### src/rtl/sub3_lane_fifo.sv
// sub3_lane_fifo: DEPTH-entry show-ahead valid/ready FIFO carrying a packed
// multi-lane payload and an unpacked sideband payload. Each entry is
// lane-transformed (pass / reverse / rotate / broadcast) when it is pushed.
// Status outputs (ready, valid, occupancy, almost-full) come only from the
// registered count, so there is no combinational path from i_sig_rdy.
module sub3_lane_fifo #(
  parameter int NUM_LANES = 3,
  parameter int LANE_W    = 8,
  parameter int DEPTH     = 4,
  parameter int AFULL_TH  = 3
) (
  input  logic                                 i_clk,
  input  logic                                 i_rst_n,
  input  logic                                 i_sig_vld,
  output logic                                 o_sig_rdy,
  input  logic [1:0]                           i_sig_mode,
  input  logic [0:NUM_LANES-1][LANE_W-1:0]     i_sig_pkd,
  input  logic [LANE_W-1:0]                    i_sig_upk [0:NUM_LANES-1],
  output logic                                 o_sig_vld,
  input  logic                                 i_sig_rdy,
  output logic [0:NUM_LANES-1][LANE_W-1:0]     o_sig_pkd,
  output logic [LANE_W-1:0]                    o_sig_upk [0:NUM_LANES-1],
  output logic [$clog2(DEPTH+1)-1:0]           o_sig_cnt,
  output logic                                 o_sig_afull
);

  localparam int PW = $clog2(DEPTH);
  localparam int CW = $clog2(DEPTH + 1);
  localparam int LW = $clog2(NUM_LANES);
  localparam logic [CW-1:0] DEPTH_C = CW'(DEPTH);
  localparam logic [CW-1:0] AFULL_C = CW'(AFULL_TH);
  localparam logic [1:0] MODE_PASS  = 2'd0;
  localparam logic [1:0] MODE_REV   = 2'd1;
  localparam logic [1:0] MODE_ROT   = 2'd2;

  typedef logic [0:NUM_LANES-1][LANE_W-1:0] lanes_t;

  // Storage is intentionally left unreset; only the pointers and count are.
  lanes_t            mem_pkd [0:DEPTH-1];
  logic [LANE_W-1:0] mem_upk [0:DEPTH-1][0:NUM_LANES-1];

  lanes_t            xf_pkd;
  logic [LANE_W-1:0] xf_upk [0:NUM_LANES-1];

  logic [PW-1:0] wr_ptr;
  logic [PW-1:0] rd_ptr;
  logic [CW-1:0] count;
  logic          head_vld;
  logic          push;
  logic          pop;

  assign head_vld    = (count != '0);
  assign o_sig_vld   = head_vld;
  assign o_sig_rdy   = (count < DEPTH_C);
  assign o_sig_afull = (count >= AFULL_C);
  assign o_sig_cnt   = count;

  // A full FIFO refuses the push even if a pop happens in the same cycle.
  assign push = i_sig_vld && o_sig_rdy;
  assign pop  = head_vld && i_sig_rdy;

  // Per-lane source selection for the push-time transform, plus the gated
  // show-ahead outputs (zero whenever the FIFO is empty, so stale or unknown
  // storage never reaches the ports).
  for (genvar k = 0; k < NUM_LANES; k++) begin : g_lane
    logic [LW-1:0] src;

    // Pick which input lane feeds output lane k for the current mode.
    always_comb begin
      case (i_sig_mode)
        MODE_PASS: src = LW'(k);
        MODE_REV:  src = LW'(NUM_LANES - 1 - k);
        MODE_ROT:  src = LW'((k + 1) % NUM_LANES);
        default:   src = '0;
      endcase
    end

    assign xf_pkd[k]    = i_sig_pkd[src];
    assign xf_upk[k]    = i_sig_upk[src];
    assign o_sig_pkd[k] = head_vld ? mem_pkd[rd_ptr][k] : '0;
    assign o_sig_upk[k] = head_vld ? mem_upk[rd_ptr][k] : '0;
  end

  // Write the transformed payload into the slot at the write pointer.
  always_ff @(posedge i_clk) begin
    if (push) begin
      mem_pkd[wr_ptr] <= xf_pkd;
      mem_upk[wr_ptr] <= xf_upk;
    end
  end

  // Pointers wrap naturally because DEPTH is a power of two; count tracks
  // occupancy and is unchanged when a push and a pop coincide.
  always_ff @(posedge i_clk or negedge i_rst_n) begin
    if (!i_rst_n) begin
      wr_ptr <= '0;
      rd_ptr <= '0;
      count  <= '0;
    end else begin
      if (push) wr_ptr <= wr_ptr + PW'(1);
      if (pop)  rd_ptr <= rd_ptr + PW'(1);
      case ({push, pop})
        2'b10:   count <= count + CW'(1);
        2'b01:   count <= count - CW'(1);
        default: count <= count;
      endcase
    end
  end

endmodule

### config.mk
export PLATFORM = sky130hd
export DESIGN_NAME = sub3_lane_fifo
export DESIGN_NICKNAME = d
export VERILOG_FILES = /design/src/rtl/sub3_lane_fifo.sv
export SDC_FILE = /design/constraint.sdc
export NUM_CORES = 1
export LEC_CHECK = 0
export CELL_PAD_IN_SITES_DETAIL_PLACEMENT = 1
export CELL_PAD_IN_SITES_GLOBAL_PLACEMENT = 1
export CORE_ASPECT_RATIO = 0.8
export CORE_UTILIZATION = 35
export CTS_CLUSTER_DIAMETER = 50
export DETAILED_ROUTE_END_ITERATION = 12
export DONT_BUFFER_PORTS = 1
export PLACE_DENSITY_LB_ADDON = 0.1
export SLEW_MARGIN = 10
export SYNTH_ARGS = -nofsm -noshare
export SYNTH_HDL_FRONTEND = slang
export SYNTH_SLANG_ARGS = --single-unit
### constraint.sdc
create_clock -name i_clk -period 2.4 [get_ports i_clk]
set_input_delay 0.12 -clock i_clk [delete_from_list [all_inputs] [get_ports i_clk]]
set_output_delay 0.12 -clock i_clk [all_outputs]
set_load 0.05 [all_outputs]
==> results.json, run 1 <==
{
  "fin_setup_tns_ns": 0,
  "gp_congestion": 0.703,
  "avgSynthCellArea_um2": 17.9,
  "htreeDepth": 4,
  "synthDistinctLibCells": 26,
  "netlist_instances": 490,
  "netlist_area_um2": 8750,
  "setup_viol": 0,
  "finClkSkew_ns": 0.0147,
  "vias_per_cell": 5.17,
  "cts.sinks": 199,
  "comb_power_share_pct": 42.9,
  "seqPwrFrac_pct": 34.8,
  "drt_iter0_drc": 310,
  "yosysWarnings": 0,
  "crit_path_cell_trace": "buf_12 > mux4_2 > and2_1",
  "final_cell_mix": "192 x edfxtp_1, 49 x and2_1, 48 x mux4_2",
  "slew_violations": 0,
  "drtPass1Iterations": 4,
  "min_period_ns": 2.24,
  "grt_pass1_vias": 4819,
  "clkLatencyLatePin_ns": 0.43,
  "synth_top_area_share_pct": 65.9,
  "grt_pass1_wl_um": 30900,
  "synthTopCellsByArea": "edfxtp_1 66%, mux4_2 12%, and2_1 3.8%",
  "fp.dieW_um": 179,
  "rsz0062_at_grt": "no",
  "cts_resized": 0,
  "max_cap_violations": 0,
  "fp.dieH_um": 143,
  "post_drt_wl_per_cell_um": 24.4,
  "clockBufferDepth": 2,
  "finalHoldViolCount": 0,
  "syn_to_final_growth_pct": 14.9,
  "placed_cell_area_um2": 9130,
  "regToRegStartpoint": "o_sig_cnt[2]$_DFFE_PN0P_",
  "power_density_nw_per_um2": 1300,
  "peakVddDrop_mv": 0.590,
  "cts_tree": "yes",
  "max_stage_delay_ns": 0.58,
  "path_buf_inv": 1,
  "final_common_cell": "edfxtp_1",
  "max_slew.worst_pin.slew_ns": 0.680,
  "dp_hpwl_um": 12500,
  "rows": 51,
  "p_total_mw": 13.1,
  "startpoint": "rd_ptr[0]$_DFFE_PN0P_",
  "ys_seq_area_share_pct": 67.9,
  "worst_ep_arrival_time_ns": 2.12,
  "grt-ovfl-total": 0,
  "worstSetupPathType": "register to output pin",
  "crit_required_ns": 2.28,
  "outcome": "finished clean",
  "power.leakage_nw": 3.27,
  "cellInternalPower_mw": 7.61,
  "pwr-share-clk_pct": 22.3,
  "ios": 108,
  "cp-start-kind": "register",
  "grt.total_usage_pct": 17.1,
  "drive_gt1_share_pct": 22.1,
  "yosysTopAreaCell": "edfxtp_1",
  "vias": 4432,
  "fmax_ghz": 0.446,
  "path_delay_family": "multiplexers",
  "postRouteAntennaNets": 0,
  "grt_antenna_before_repair": 0,
  "grt_max_degree": 73,
  "route.detailed.drc": 0,
  "io_buffers": 0,
  "critPathCaptureType": "output pin",
  "relSlewSlack_pct": 54.5,
  "fin_crit_sh_pct": 93.4,
  "wirelength_um": 20900,
  "critical_path.max_fanout": 24,
  "clk_pin_slew_ns": 0.07,
  "critPathSlowestCell": "mux4_2",
  "nNetsFinal": 585,
  "numCtsBuffers": 17,
  "core_area_um2": 24400,
  "switching_share_pct": 41.8,
  "start_util_pct": 35.8,
  "post-cts-setup-buffers": 0,
  "syn_nets": 550,
  "ys_ff_latch": 199,
  "p_switching_mw": 5.46,
  "final_cell_area_um2": 10100,
  "dieArea_um2": 25600,
  "clockRootBuffer": "clkbuf_16",
  "hold_class": "primary input to async pin"
}
## stage by stage
step           setup WS [ns]  utilization, %  std cells  hold WS [ns]
2_1_floorplan          0.266               -        490        -0.176
3_3_place_gp           0.423            37.4        792        -0.175
3_5_place_dp           0.308            37.4        792        -0.175
4_1_cts                0.105            41.1        856       0.00479
5_1_grt               0.0706            41.1        856        0.0254
6_report               0.158            41.1        857        0.0189
## what timing repair did
| action | 4_1_cts | 5_1_grt |
|---|---|---|
| setup endpoints to repair | 0 | 0 |
| endpoints found under the hold margin | 132 | 0 |
| hold buffers | 32 | 0 |
## state kept, by name, summed over array words and instances, names as in the netlist
name / count
rd_ptr: 2
o_sig_cnt: 3
mem_pkd: 96
mem_upk: 96
wr_ptr: 2
## routing by layer
layer  global-route usage [%]  vias to the layer above  wire length (um)
met3                     3.52                       16               786
met4                     4.82                        0               203
li1                         -                     1977                 -
met1                     23.4                     2363              9890
met5                        0                        -                 0
met2                     27.6                       76             10000
## power by group through the flow
stage               Sequential [mW]  Clock, mW  Combinational (mW)
global placement               4.60          0                5.65
floorplan                      4.67          0                4.74
detailed placement             4.63          0                5.67
global route                   4.59       3.11                5.93
CTS                            4.55       2.99                5.75
finish                         4.55       2.92                5.60
## cell families after synthesis
family / after synthesis / share of synthesized area (%)
AND/OR/NAND/NOR: 92 / 6.02
flip-flops: 199 / 67.9
multiplexers: 96 / 18.1
AO/OA/AOI/OAI: 51 / 3.38
buffers and inverters: 40 / 3.06
adder cells (fa/ha/maj): 6 / 0.944
XOR/XNOR: 6 / 0.601
## cells in the mapped netlist
master	instances
nand2_1	2
edfxtp_1	192
buf_1	1
nor2_2	1
nor2_1	17
dfrtp_1	7
mux2_2	16
inv_1	7
ha_1	5
xor2_1	2
a21oi_1	32
fa_1	1
mux4_2	48
buf_4	4
or3_1	1
nor2b_1	17
a211oi_1	16
mux2i_1	32
buf_12	5
xnor2_1	4
o21ai_0	3
buf_2	11
nand3_1	1
clkbuf_1	11
buf_6	1
and2_1	53
## final timing paths
check                                                 to  slack, ns  depth (start not counted)
worst max-delay path                       o_sig_upk[19]       0.16                          3
worst min-delay path            o_sig_cnt[0]$_DFFE_PN0P_       0.02                          1
worst min register to register     rd_ptr[0]$_DFFE_PN0P_       0.58                          1
worst max register to register  o_sig_cnt[1]$_DFFE_PN0P_       0.34                          7
min in group i_clk              mem_pkd[3][13]$_DFFE_PP_       0.02                          2
max in group asynchronous          rd_ptr[0]$_DFFE_PN0P_       2.09                          1
## worst reg2reg max path, delay by kind of cell (launching register included)
kind	cells	cell delay, ns
adders and majority gates	2	0.63
and+or+nand+nor	1	0.40
DFF	1	0.38
buffers and inverters	3	0.36
AOI/OAI and AO/OA	1	0.20
## cell type report
cell class	instances	area (um^2)
fill	2359	14400
sequential	199	5950
multi-input combinational	251	2540
timing repair buffer	49	536
clock buffer	18	429
tap	318	398
clock inverter	14	173
inverter	7	26.3
antenna	1	2.50
No activity file was read; power rests on OpenSTA's default activity.
==> run 2, diff against run 1 <==
- SLEW_MARGIN: 10 -> 20
- clock period: 2.4 -> 1.9 ns (I/O delays scaled with it)
==> run 2 against run 1 <==
Count of clock-buffer cells in the layout up 1. The run now ends with negative setup slack left. Non-clock buffer count up 62. Critical path type unchanged. Power grew 53%. Combinational power grew 91%.
==> results.json, run 2 (synthesis results as in run 1) <==
{
  "power.leakage_nw": 3.85,
  "start_util_pct": 35.8,
  "rows": 51,
  "max_cap_violations": 0,
  "antenna_cells": 0,
  "min_period_ns": 2.15,
  "gp_congestion": 0.692,
  "drive_gt1_share_pct": 37.2,
  "relSlewSlack_pct": 26.9,
  "drt_iter0_drc": 245,
  "postRouteAntennaNets": 0,
  "cts.sinks": 199,
  "cts_tree": "yes",
  "critical_path.max_fanout": 6,
  "critPathSlowestCell": "dfrtp_4",
  "worst_ep_arrival_time_ns": 2.06,
  "timing.final.ws_setup_ns": -0.252,
  "final_common_cell": "edfxtp_1",
  "clk_pin_slew_ns": 0.07,
  "nNetsFinal": 647,
  "io_buffers": 0,
  "grt_antenna_before_repair": 0,
  "cpMostUsedCell": "buf_12",
  "setup_viol": 48,
  "hold_class": "primary input to register",
  "peakVddDrop_mv": 1.07,
  "crit_path_cell_trace": "buf_12 > buf_12 > mux4_2 > and2_4 > buf_12",
  "dp_hpwl_um": 13700,
  "slew_violations": 0,
  "worstSetupPathType": "register to output pin",
  "power_density_nw_per_um2": 1790,
  "cp-start-kind": "register",
  "numCtsBuffers": 17,
  "grt.total_usage_pct": 18.4,
  "dieArea_um2": 25600,
  "grt_pass1_wl_um": 33300,
  "grt_max_degree": 67,
  "post_drt_wl_per_cell_um": 24.3,
  "clkLatencyLatePin_ns": 0.44,
  "rrSetupSlack_ns": 0.09,
  "core_area_um2": 24400,
  "clockRootBuffer": "clkbuf_16",
  "p_total_mw": 20.0,
  "vias": 4815,
  "fin_crit_sh_pct": 113,
  "crit_required_ns": 1.80,
  "finalHoldViolCount": 0,
  "fin_setup_tns_ns": -8.38,
  "rsz0062_at_grt": "yes",
  "clockBufferDepth": 2,
  "syn_to_final_growth_pct": 28.0,
  "wirelength_um": 22300,
  "failed_checks": "negative setup slack",
  "critPathCaptureType": "output pin",
  "max_slew.worst_pin.slew_ns": 1.09,
  "fmax_ghz": 0.465,
  "outcome": "complete, but fails checks",
  "ios": 108,
  "vias_per_cell": 5.25,
  "grt_pass1_vias": 5292,
  "finClkSkew_ns": 0.0141,
  "final_cell_mix": "192 x edfxtp_1, 51 x and2_4, 48 x mux4_2, 45 x dlygate4sd3_1, 43 x buf_12",
  "htreeDepth": 4,
  "fp.dieW_um": 179,
  "drtPass1Iterations": 4,
  "fp.dieH_um": 143,
  "max_stage_delay_ns": 0.50,
  "grt-ovfl-total": 0,
  "route.detailed.drc": 0,
  "fillers": 2305
}
[run 2: worst max-delay path: cells and delay by family, from the launching register on]
family	cells	cell delay, ns
and+or+nand+nor	1	0.20
muxes	1	0.48
buffers and inverters	3	0.44
DFF	1	0.50
[run 2: path summary, 6_finish.rpt]
check,startpoint,cells after the start,endpoint
setup / recovery,rd_ptr[0]$_DFFE_PN0P_,5,o_sig_upk[20]
setup reg to reg,o_sig_cnt[1]$_DFFE_PN0P_,6,o_sig_cnt[1]$_DFFE_PN0P_
hold / removal,i_sig_pkd[14],2,mem_pkd[1][14]$_DFFE_PP_
hold reg to reg,wr_ptr[1]$_DFFE_PN0P_,2,wr_ptr[1]$_DFFE_PN0P_
max in group asynchronous,i_rst_n,1,rd_ptr[0]$_DFFE_PN0P_
min in group asynchronous,i_rst_n,1,o_sig_cnt[1]$_DFFE_PN0P_
[run 2: power breakdown]
group	switching (mW)	total, mW	internal [mW]
Combinational	5.83	10.7	4.89
Sequential	0.167	5.74	5.58
Clock	1.68	3.56	1.89
Total	7.68	20.0	12.4
[run 2: cell type report]
type | count | area, um^2 | share of cell area (%)
sequential | 199 | 5950 | 53.1
multi-input combinational | 251 | 2690 | 24.0
timing repair buffer | 111 | 1550 | 13.8
clock buffer | 19 | 443 | 3.96
tap | 318 | 398 | 3.55
clock inverter | 13 | 143 | 1.27
inverter | 7 | 26.3 | 0.235
[run 2: per-layer routing]
layer	wire (um)	vias up	GRT usage [%]
li1	-	2106	-
met4	363	0	6.29
met5	0	-	0
met1	9960	2586	24.4
met3	762	23	3.15
met2	11200	100	30.7
[run 2: per-stage QoR]
stage          util (%)  cell area [um^2]  instances  hold slack, ns  worst slack, ns
2_1_floorplan         -              8780        490          -0.201          -0.0108
3_3_place_gp       40.6              9910        834          -0.200          -0.0582
3_5_place_dp       40.6              9910        834          -0.200          -0.0506
4_1_cts            45.8             11200        918        0.000851           -0.309
5_1_grt            45.8             11200        918          0.0199           -0.323
6_report           45.8             11200        918         0.00905           -0.252
[run 2: timing repair]
action	CTS	global route
setup buffers	6	0
hold buffers	45	0
resized for setup	76	3
gates cloned	1	1
endpoints found under the hold margin	193	0
setup endpoints to repair	225	49
